### config.mk
export PLATFORM = sky130hd
export DESIGN_NAME = cv32e40p_perm_fault_tracker_ft
export DESIGN_NICKNAME = d
export VERILOG_FILES = /design/src/rtl/cv32e40p_perm_fault_tracker_ft.sv
export SDC_FILE = /design/constraint.sdc
export NUM_CORES = 1
export LEC_CHECK = 0
export BUFFER_PORTS_ARGS = -buffer_cell sky130_fd_sc_hd__buf_4
export CAP_MARGIN = 20
export CORE_MARGIN = 3
export CORE_UTILIZATION = 45
export CTS_BUF_LIST = sky130_fd_sc_hd__clkbuf_4
export DETAILED_ROUTE_END_ITERATION = 7
export HOLD_SLACK_MARGIN = 0.03
export PLACE_DENSITY = 0.61
export SYNTH_ARGS = -nofsm -noshare
export SYNTH_HDL_FRONTEND = slang
export SYNTH_SLANG_ARGS = --single-unit
### constraint.sdc
create_clock -name clk -period 3.9 [get_ports clk]
set_clock_uncertainty 0.15 [all_clocks]
set_input_delay 0 -clock clk [delete_from_list [all_inputs] [get_ports clk]]
set_output_delay 0 -clock clk [all_outputs]
set_load 0.05 [all_outputs]
### src/rtl/cv32e40p_perm_fault_tracker_ft.sv
// Permanent-fault tracker for the four ALU and four MULT replicas.
// Counts voter disagreements per replica and raises sticky faulty bits.
//
// Parameters:
//   CNT_W      width of each per-replica error counter
//   THRESHOLD  count at which a replica is declared faulty (1 .. 2^CNT_W-1)
// Ports:
//   clk, rst_n               clock, async active-low reset
//   clear_i                  sync clear of all counters and fault bits
//   alu_valid_i              ALU vote happened this cycle
//   alu_mismatch_i [3:0]     ALU replica disagreed with majority
//   alu_active_i [3:0]       ALU replicas clocked for this op
//   mult_valid_i             MULT vote happened this cycle
//   mult_mismatch_i [3:0]    MULT replica disagreed with majority
//   mult_active_i [3:0]      MULT replicas clocked for this op
//   permanent_faulty_alu_o   sticky faulty flags, ALU replicas
//   permanent_faulty_mult_o  sticky faulty flags, MULT replicas
//   new_fault_o              one-cycle pulse on any new fault bit
//   vote_fail_o              one-cycle pulse on an unusable vote
// Build option:
//   FT_FAULT_DECAY_EN        clean votes decrement the counter
module cv32e40p_perm_fault_tracker_ft #(
    parameter int unsigned CNT_W     = 4,
    parameter int unsigned THRESHOLD = 8
) (
    input  logic       clk,
    input  logic       rst_n,
    input  logic       clear_i,
    input  logic       alu_valid_i,
    input  logic [3:0] alu_mismatch_i,
    input  logic [3:0] alu_active_i,
    input  logic       mult_valid_i,
    input  logic [3:0] mult_mismatch_i,
    input  logic [3:0] mult_active_i,
    output logic [3:0] permanent_faulty_alu_o,
    output logic [3:0] permanent_faulty_mult_o,
    output logic       new_fault_o,
    output logic       vote_fail_o
);

    if (THRESHOLD < 1 || THRESHOLD > (2 ** CNT_W) - 1) begin : g_bad_threshold
        $error("THRESHOLD out of range for CNT_W");
    end

    localparam logic [CNT_W-1:0] CNT_MAX = '1;
    localparam logic [CNT_W-1:0] THR     = CNT_W'(THRESHOLD);

    // Replicas 0..3 are ALU, 4..7 are MULT.
    logic [7:0][CNT_W-1:0] cnt_q, cnt_d;
    logic [7:0]            faulty_q, faulty_d;
    logic                  new_fault_q, new_fault_d;
    logic                  vote_fail_q, vote_fail_d;

    logic [1:0]      grp_valid;
    logic [1:0][3:0] grp_mismatch;
    logic [1:0][3:0] grp_active;
    logic [1:0][3:0] grp_avail;
    logic [1:0][3:0] grp_mm;
    logic [1:0]      grp_bypass;
    logic [1:0]      grp_fail;
    logic [1:0]      grp_upd;

    function automatic logic [2:0] popcnt4(input logic [3:0] v);
        return 3'(v[0]) + 3'(v[1]) + 3'(v[2]) + 3'(v[3]);
    endfunction

    always_comb begin
        grp_valid    = {mult_valid_i, alu_valid_i};
        grp_mismatch = {mult_mismatch_i, alu_mismatch_i};
        grp_active   = {mult_active_i, alu_active_i};
        grp_avail    = '0;
        grp_mm       = '0;
        grp_bypass   = '0;
        grp_fail     = '0;
        grp_upd      = '0;
        cnt_d        = cnt_q;
        faulty_d     = faulty_q;

        for (int g = 0; g < 2; g++) begin
            grp_avail[g]  = grp_active[g] & ~faulty_q[g*4 +: 4];
            grp_mm[g]     = grp_mismatch[g] & grp_avail[g];
            // Fewer than two live replicas: no majority to judge against.
            grp_bypass[g] = popcnt4(grp_avail[g]) < 3'd2;
            // Two or more dissenters: the majority itself is suspect.
            grp_fail[g]   = grp_valid[g] && !grp_bypass[g]
                            && (popcnt4(grp_mm[g]) >= 3'd2);
            grp_upd[g]    = grp_valid[g] && !grp_bypass[g] && !grp_fail[g];

            for (int r = 0; r < 4; r++) begin
                if (grp_upd[g] && grp_avail[g][r]) begin
                    if (grp_mm[g][r]) begin
                        if (cnt_q[g*4+r] != CNT_MAX)
                            cnt_d[g*4+r] = cnt_q[g*4+r] + 1'b1;
                        if (cnt_d[g*4+r] >= THR)
                            faulty_d[g*4+r] = 1'b1;
                    end else begin
`ifdef FT_FAULT_DECAY_EN
                        if (cnt_q[g*4+r] != '0)
                            cnt_d[g*4+r] = cnt_q[g*4+r] - 1'b1;
`else
                        cnt_d[g*4+r] = cnt_q[g*4+r];
`endif
                    end
                end
            end
        end

        vote_fail_d = |grp_fail;
        new_fault_d = |(faulty_d & ~faulty_q);

        if (clear_i) begin
            cnt_d       = '0;
            faulty_d    = '0;
            vote_fail_d = 1'b0;
            new_fault_d = 1'b0;
        end
    end

    always_ff @(posedge clk or negedge rst_n) begin
        if (!rst_n) begin
            cnt_q       <= '0;
            faulty_q    <= '0;
            new_fault_q <= 1'b0;
            vote_fail_q <= 1'b0;
        end else begin
            cnt_q       <= cnt_d;
            faulty_q    <= faulty_d;
            new_fault_q <= new_fault_d;
            vote_fail_q <= vote_fail_d;
        end
    end

    assign permanent_faulty_alu_o  = faulty_q[3:0];
    assign permanent_faulty_mult_o = faulty_q[7:4];
    assign new_fault_o             = new_fault_q;
    assign vote_fail_o             = vote_fail_q;

endmodule
# --- After elaboration in Yosys (flattened, before gate mapping) ---
# Index checks and enable logic that the tools add are counted.
word_totals:
  reg_bits: 42
  out_inout_bits: 10
  wordCells: 171
classes:
  addsub: 20
  n_lt_le_gt_ge: 12
  n_eq_ne: 8
  muxes: 68
  bitwise_logic: 8
  n_reduce_logical: 44
op_table:
  columns: ["cell", "n"]
  rows:
  - ["two-way mux 4 bit", 40]
  - ["adder 4 x 1 -> 4 bit, second input constant", 8]
  - ["greater-or-equal comparator 4 bit, second input constant", 8]
  - ["two-way mux 32 bit", 1]
  - ["!= test 4 bit, second input constant", 8]
  - ["nonzero test 2 bit", 16]
  - ["two-way mux 1 bit", 26]
  - ["bitwise AND 4 bit", 4]
  - ["AND reduction 2 bit", 8]
  - ["logical AND 1 bit", 14]
  - ["adder 2 x 1 -> 3 bit", 4]
  - ["adder 3 x 1 -> 3 bit", 4]
  - ["adder 1 x 1 -> 2 bit", 4]
  - ["bitwise AND 8 bit", 1]
  - ["two-way mux 8 bit", 1]
  - ["inverter 4 bit", 2]
  - ["inverter 8 bit", 1]
  - ["OR reduction 8 bit", 1]
  - ["greater-or-equal comparator 3 x 2 -> 1 bit, second input constant", 2]
  - ["< comparator 3 x 2 -> 1 bit, second input constant", 2]
  - ["zero test 1 bit", 4]
  - ["OR reduction 2 bit", 1]

# --- Logic depth before layout (Yosys ltp) ---
depth:
  word_depth: 20
  ltp_mapped: 8

# --- Least setup slack after synthesis ---
# Ideal clock, no wire load.
synth_path:
  kind: "reg-to-reg"
  startpoint: "reg faulty_q[0]"
  endpoint: "reg cnt_q[0] (netlist name)"
  setup_ns: 0.078
  arrival_ns: 2.783
  required_ns: 3.672
  setup_slack_ns: 0.889
  stages_incl_launch_ff: 8
  path_buffers: 1
  cell_sequence: "dfrtp_1 nand3b_1 fa_1 and4bb_1 clkbuf_1 a2111o_1 or3_1 a21oi_1"
synth_between:
  elab_chain_len: 14
  elab_cells_between_ends: 20
  classes_between: "add/sub (6); order compare (2); bitwise (3); reduce/logical (9)"
synth_lines:
  columns: ["element", "line_no", "text"]
  rows:
  - ["from (decl)", "50", "logic [7:0] faulty_q, faulty_d;"]
  - ["from (signal assigned)", "127", "faulty_q <= faulty_d;"]
  - ["inverter 4 bit (*)", "80", "grp_avail[g] = grp_active[g] & ~faulty_q[g*4 +: 4];"]
  - ["bitwise AND 4 bit (*)", "80", null]
  - ["adder 1 x 1 -> 2 bit", "64", "return 3'(v[0]) + 3'(v[1]) + 3'(v[2]) + 3'(v[3]);"]
  - ["adder 2 x 1 -> 3 bit", "64", null]
  - ["adder 3 x 1 -> 3 bit", "64", null]
  - ["< comparator 3 x 2 -> 1 bit", "83", "grp_bypass[g] = popcnt4(grp_avail[g]) < 3'd2;"]
  - ["zero test 1 bit", "85, 87", null]
  - ["logical AND 1 bit", "85, 87", null]
  - ["logical AND 1 bit", "86", "&& (popcnt4(grp_mm[g]) >= 3'd2);"]
  - ["zero test 1 bit", "87", "grp_upd[g] = grp_valid[g] && !grp_bypass[g] && !grp_fail[g];"]
  - ["logical AND 1 bit", "87", null]
  - ["logical AND 1 bit", "90", "if (grp_upd[g] && grp_avail[g][r]) begin"]
  - ["nonzero test 2 bit (no line)", null, null]
  - ["AND reduction 2 bit (no line) (*)", null, null]
  - ["to (signal assigned)", "126", "cnt_q <= cnt_d;"]
  - ["to (decl)", "49", "logic [7:0][CNT_W-1:0] cnt_q, cnt_d;"]
# Every way passes the cells marked *; elsewhere a longest branch is shown, timed or not.
# A chain may end at the register's enable or synchronous reset.

# --- Worst setup path in the final report ---
layout_path:
  startpoint: "reg faulty_q[4]"
  endpoint: "reg faulty_q[7]"
layout_between:
  elab_chain_len: 14
  elab_cells_between_ends: 19
  classes_between: "add/sub (6); order compare (2); mux (2); bitwise (3); reduce/logical (6)"
layout_lines:
  columns: ["element", "line_no", "text"]
  rows:
  - ["inverter 4 bit (*)", "80", null]
  - ["bitwise AND 4 bit (*)", "80", null]
  - ["adder 1 x 1 -> 2 bit", "64", null]
  - ["adder 2 x 1 -> 3 bit", "64", null]
  - ["adder 3 x 1 -> 3 bit", "64", null]
  - ["< comparator 3 x 2 -> 1 bit", "83", null]
  - ["zero test 1 bit", "85, 87", null]
  - ["logical AND 1 bit", "85, 87", null]
  - ["logical AND 1 bit", "86", null]
  - ["zero test 1 bit", "87", null]
  - ["logical AND 1 bit (*)", "87", null]
  - ["logical AND 1 bit (*)", "90", null]
  - ["two-way mux 1 bit (*)", "90", null]
  - ["two-way mux 8 bit (*)", "111", "if (clear_i) begin"]
  - ["net faulty_d[7]", "50", null]
# The timed path passes the listed nets; every way through them passes the cells marked *.

==> run summary <==
status: finished clean
Post-Synth Simple-Gate Area: 0.2576
met2 GRT Util: 0.3176
total wire length: 6034 um
Period minus WS final: 3.472 ns
max-cap viol count: 0
row cnt: 26
Antenna Cells: 0
Final Hold Vio Count: 0
Post-synth EDFFs: 0
first-pass detailed-route iteration total: 4
Area Growth Syn to Fin: 17.52%
Initial Util: 0.4833
synth cell count leaders: a21oi_1, dfrtp_1, nand2_1
htree depth: 2
Logic pwr share: 0.157
GR Util met1: 0.2709
largest family of logic cells by synthesized area: simple AND/OR/NAND/NOR gates
grt met3 use: 0.03838
critical path launch point type: flip-flop
post-synthesis xor/xnor area fraction: 0.006793
Max-Slew Margin vs Limit: 0.3702
Clock Power Share: 0.260
CTS clk-pin slew, worst paths: 0.13 ns
worst-skew pair later-pin latency: 0.35 ns
Yosys cell types: 42
crit path cell chain: nand3b_1, inv_1, fa_1, and4b_1, a211oi_2, a41oi_1, dlygate4sd3_1, nor2_1, dlygate4sd3_1
Sw Pwr: 212.4 uW
Top-Level Pins: 31
Area contributors post-synth: dfrtp_1, a21oi_1, and4b_1
Tcrit/Tclk final: 0.8903
Req. time, crit path: 4.04 ns
total die area: 0.006675 mm2
Critical Path AT: 3.61 ns
Clock Tree Buf Depth: 2
Sw Ratio: 0.2787
CP Class: reg -> reg
synthesized-area fraction occupied by adder cells: 0.06987
most frequent CP cell: dlygate4sd3_1
max incr delay on CP: 0.58 ns
vias per cell: 5.950
FMAX: 288.0 MHz
final RePlAce weighted congestion: 0.7545
Flop pwr share: 0.583
Slew Limit Fails: 0
CP Buf/Inv Count: 3
r2r setup slk: 0.43 ns
Post-CTS Setup Bufs: 0
share of the synthesized area in the top cell type: 0.4076
ys flop type: dfrtp_1
Setup TNS: 0 ns
post-layout power: 762.1 uW
Crit. End Element: flip-flop
Cell Area, Synth: 0.002579 mm2
CTS Sinks: 42
die span in x: 81.70 um
Detailed Place HPWL: 4186 um
Syn Area/Cell: 9.551 um2
layout cells sized above 1: 0.1355
via count: 2261
total global routing overflow: 0
All-Layer GR Usage: 0.1971
Async SR Flop Fraction: 1.000
RSZ-0062 raised after global routing: no
GR peak layer: met2
mux contribution to synthesized area: 0.01164
Compound-Gate Fraction of Synth Area: 0.2188
routed len/inst: 15.88 um
DRT iter0 DRCs: 114
ANT nets after route: 0
PwrDens: 251.5 mW/mm2
top cell type by total area after synthesis: dfrtp_1
total CTS buffers: 5
largest net degree at the start of global routing: 43
CP delay by family, top: buffers and inverters
Setup Viol. Count Final: 0
Post-Syn Instances: 270
synthesized flop and latch total: 42
sequential-to-total area share from yosys stat: 0.4076
IO Port Bufs: 30
Hold WC Path Type: in -> reg
Core Box Area: 0.005335 mm2
Final Core Density: 0.5680
number of fill cells in the layout: 502
Final #Nets: 344
CTS tree: built
Post-Syn Nets: 303
Yosys warning count: 0
initial antenna violation count: 0
Die Ht: 81.70 um
vias in the first global route: 2154
leakage: 0.001339 uW
Remaining DRCs: 0
Crit Path Max Fanout: 6
VDD IR-drop max: 0.1161 mV
Fin Hold WS: 0.05686 ns
Least-Margin Pin Slew: 0.9423 ns
Root Buffer Master: clkbuf_4
first-pass GRT wire length: 10180 um
Slowest-stage cell, CP: dlygate4sd3_1
P_int: 549.7 uW
registers in the layout (all words and copies together) (netlist names):
signal / count
cnt_q: 32
faulty_q: 8
new_fault_o: 1
vote_fail_o: 1
stage by stage:
| stage | worst slack (ns) | instances | area, um2 |
|---|---|---|---|
| after floorplan | 0.8891 | 270 | 2579 |
| after global placement | 1.072 | 361 | 2854 |
| after detailed placement | 0.9933 | 361 | 2854 |
| after CTS | 0.2658 | 380 | 3025 |
| after global routing | 0.2238 | 380 | 3030 |
| final | 0.4280 | 380 | 3030 |
worst paths after layout:
| path | from | to | depth (start not counted) |
|---|---|---|---|
| worst max-delay path | faulty_q[4]$_DFF_PN0_ | faulty_q[7]$_DFF_PN0_ | 9 |
| worst min-delay path | mult_mismatch_i[0] | cnt_q[19]$_DFFE_PN0P_ | 4 |
| worst max register to register | faulty_q[4]$_DFF_PN0_ | faulty_q[7]$_DFF_PN0_ | 9 |
| worst min register to register | faulty_q[3]$_DFF_PN0_ | faulty_q[3]$_DFF_PN0_ | 2 |
| max in group asynchronous | rst_n | faulty_q[5]$_DFF_PN0_ | 4 |
| min in group asynchronous | rst_n | cnt_q[30]$_DFFE_PN0P_ | 3 |
area by class of cell:
type | count | area [um2] | share of cell area
multi-input combinational | 211 | 1461 | 0.4822
timing repair buffer | 44 | 362.8 | 0.1197
clock buffer | 5 | 37.54 | 0.01239
tap | 70 | 87.58 | 0.02890
sequential | 42 | 1051 | 0.3468
inverter | 7 | 26.28 | 0.008671
clock inverter | 1 | 3.754 | 0.001239
worst min-delay path, stage by stage:
cell and delay [ns]:
buf_4 0.08, nand3b_1 0.18, o21ai_0 0.21, a21oi_1 0.07
cells by family after synthesis:
kind of cell,after synthesis
XOR/XNOR,2
flip-flops,42
AND/OR/NAND/NOR,107
adder cells (fa/ha/maj),12
AO/OA/AOI/OAI,87
multiplexers,3
buffers and inverters,17
cell usage in the layout (no fill, tap or decap), types with 3 or more instances in the layout:
| cell | n |
|---|---|
| a211oi_1 | 4 |
| o21ai_0 | 12 |
| a31oi_1 | 9 |
| a2111o_1 | 3 |
| and3_1 | 10 |
| nand2b_1 | 5 |
| or3_1 | 5 |
| nand2_1 | 16 |
| and3b_1 | 3 |
| buf_4 | 31 |
| a21oi_1 | 42 |
| nor2b_1 | 5 |
| dfrtp_1 | 42 |
| fa_1 | 4 |
| nor3_1 | 11 |
| nand3_1 | 6 |
| mux2i_1 | 3 |
| nand3b_1 | 12 |
| clkbuf_4 | 5 |
| dlygate4sd3_1 | 13 |
| ha_1 | 8 |
| nor2_1 | 13 |
| inv_1 | 7 |
| and4b_1 | 13 |
power groups by stage:
stage | clock, uW | combinational [uW] | sequential [uW]
final | 198 | 120 | 444
after global placement | 0 | 108 | 453
after detailed placement | 0 | 110 | 453
after floorplan | 0 | 66.3 | 454
after CTS | 208 | 120 | 444
after global routing | 229 | 134 | 445
what timing repair did:
| action | CTS | global route |
|---|---|---|
| setup endpoints to repair | 0 | 1 |
| hold buffers | 13 | 0 |
| resized for setup | 0 | 1 |
| endpoints found under the hold margin | 80 | 0 |
per-layer routing:
layer / vias up / wire, um
met5: - / 0
met4: 0 / 59
met3: 4 / 213
met2: 36 / 2857
met1: 1101 / 2903
li1: 1120 / -
Note: power is estimated with default switching activity, not from simulation.
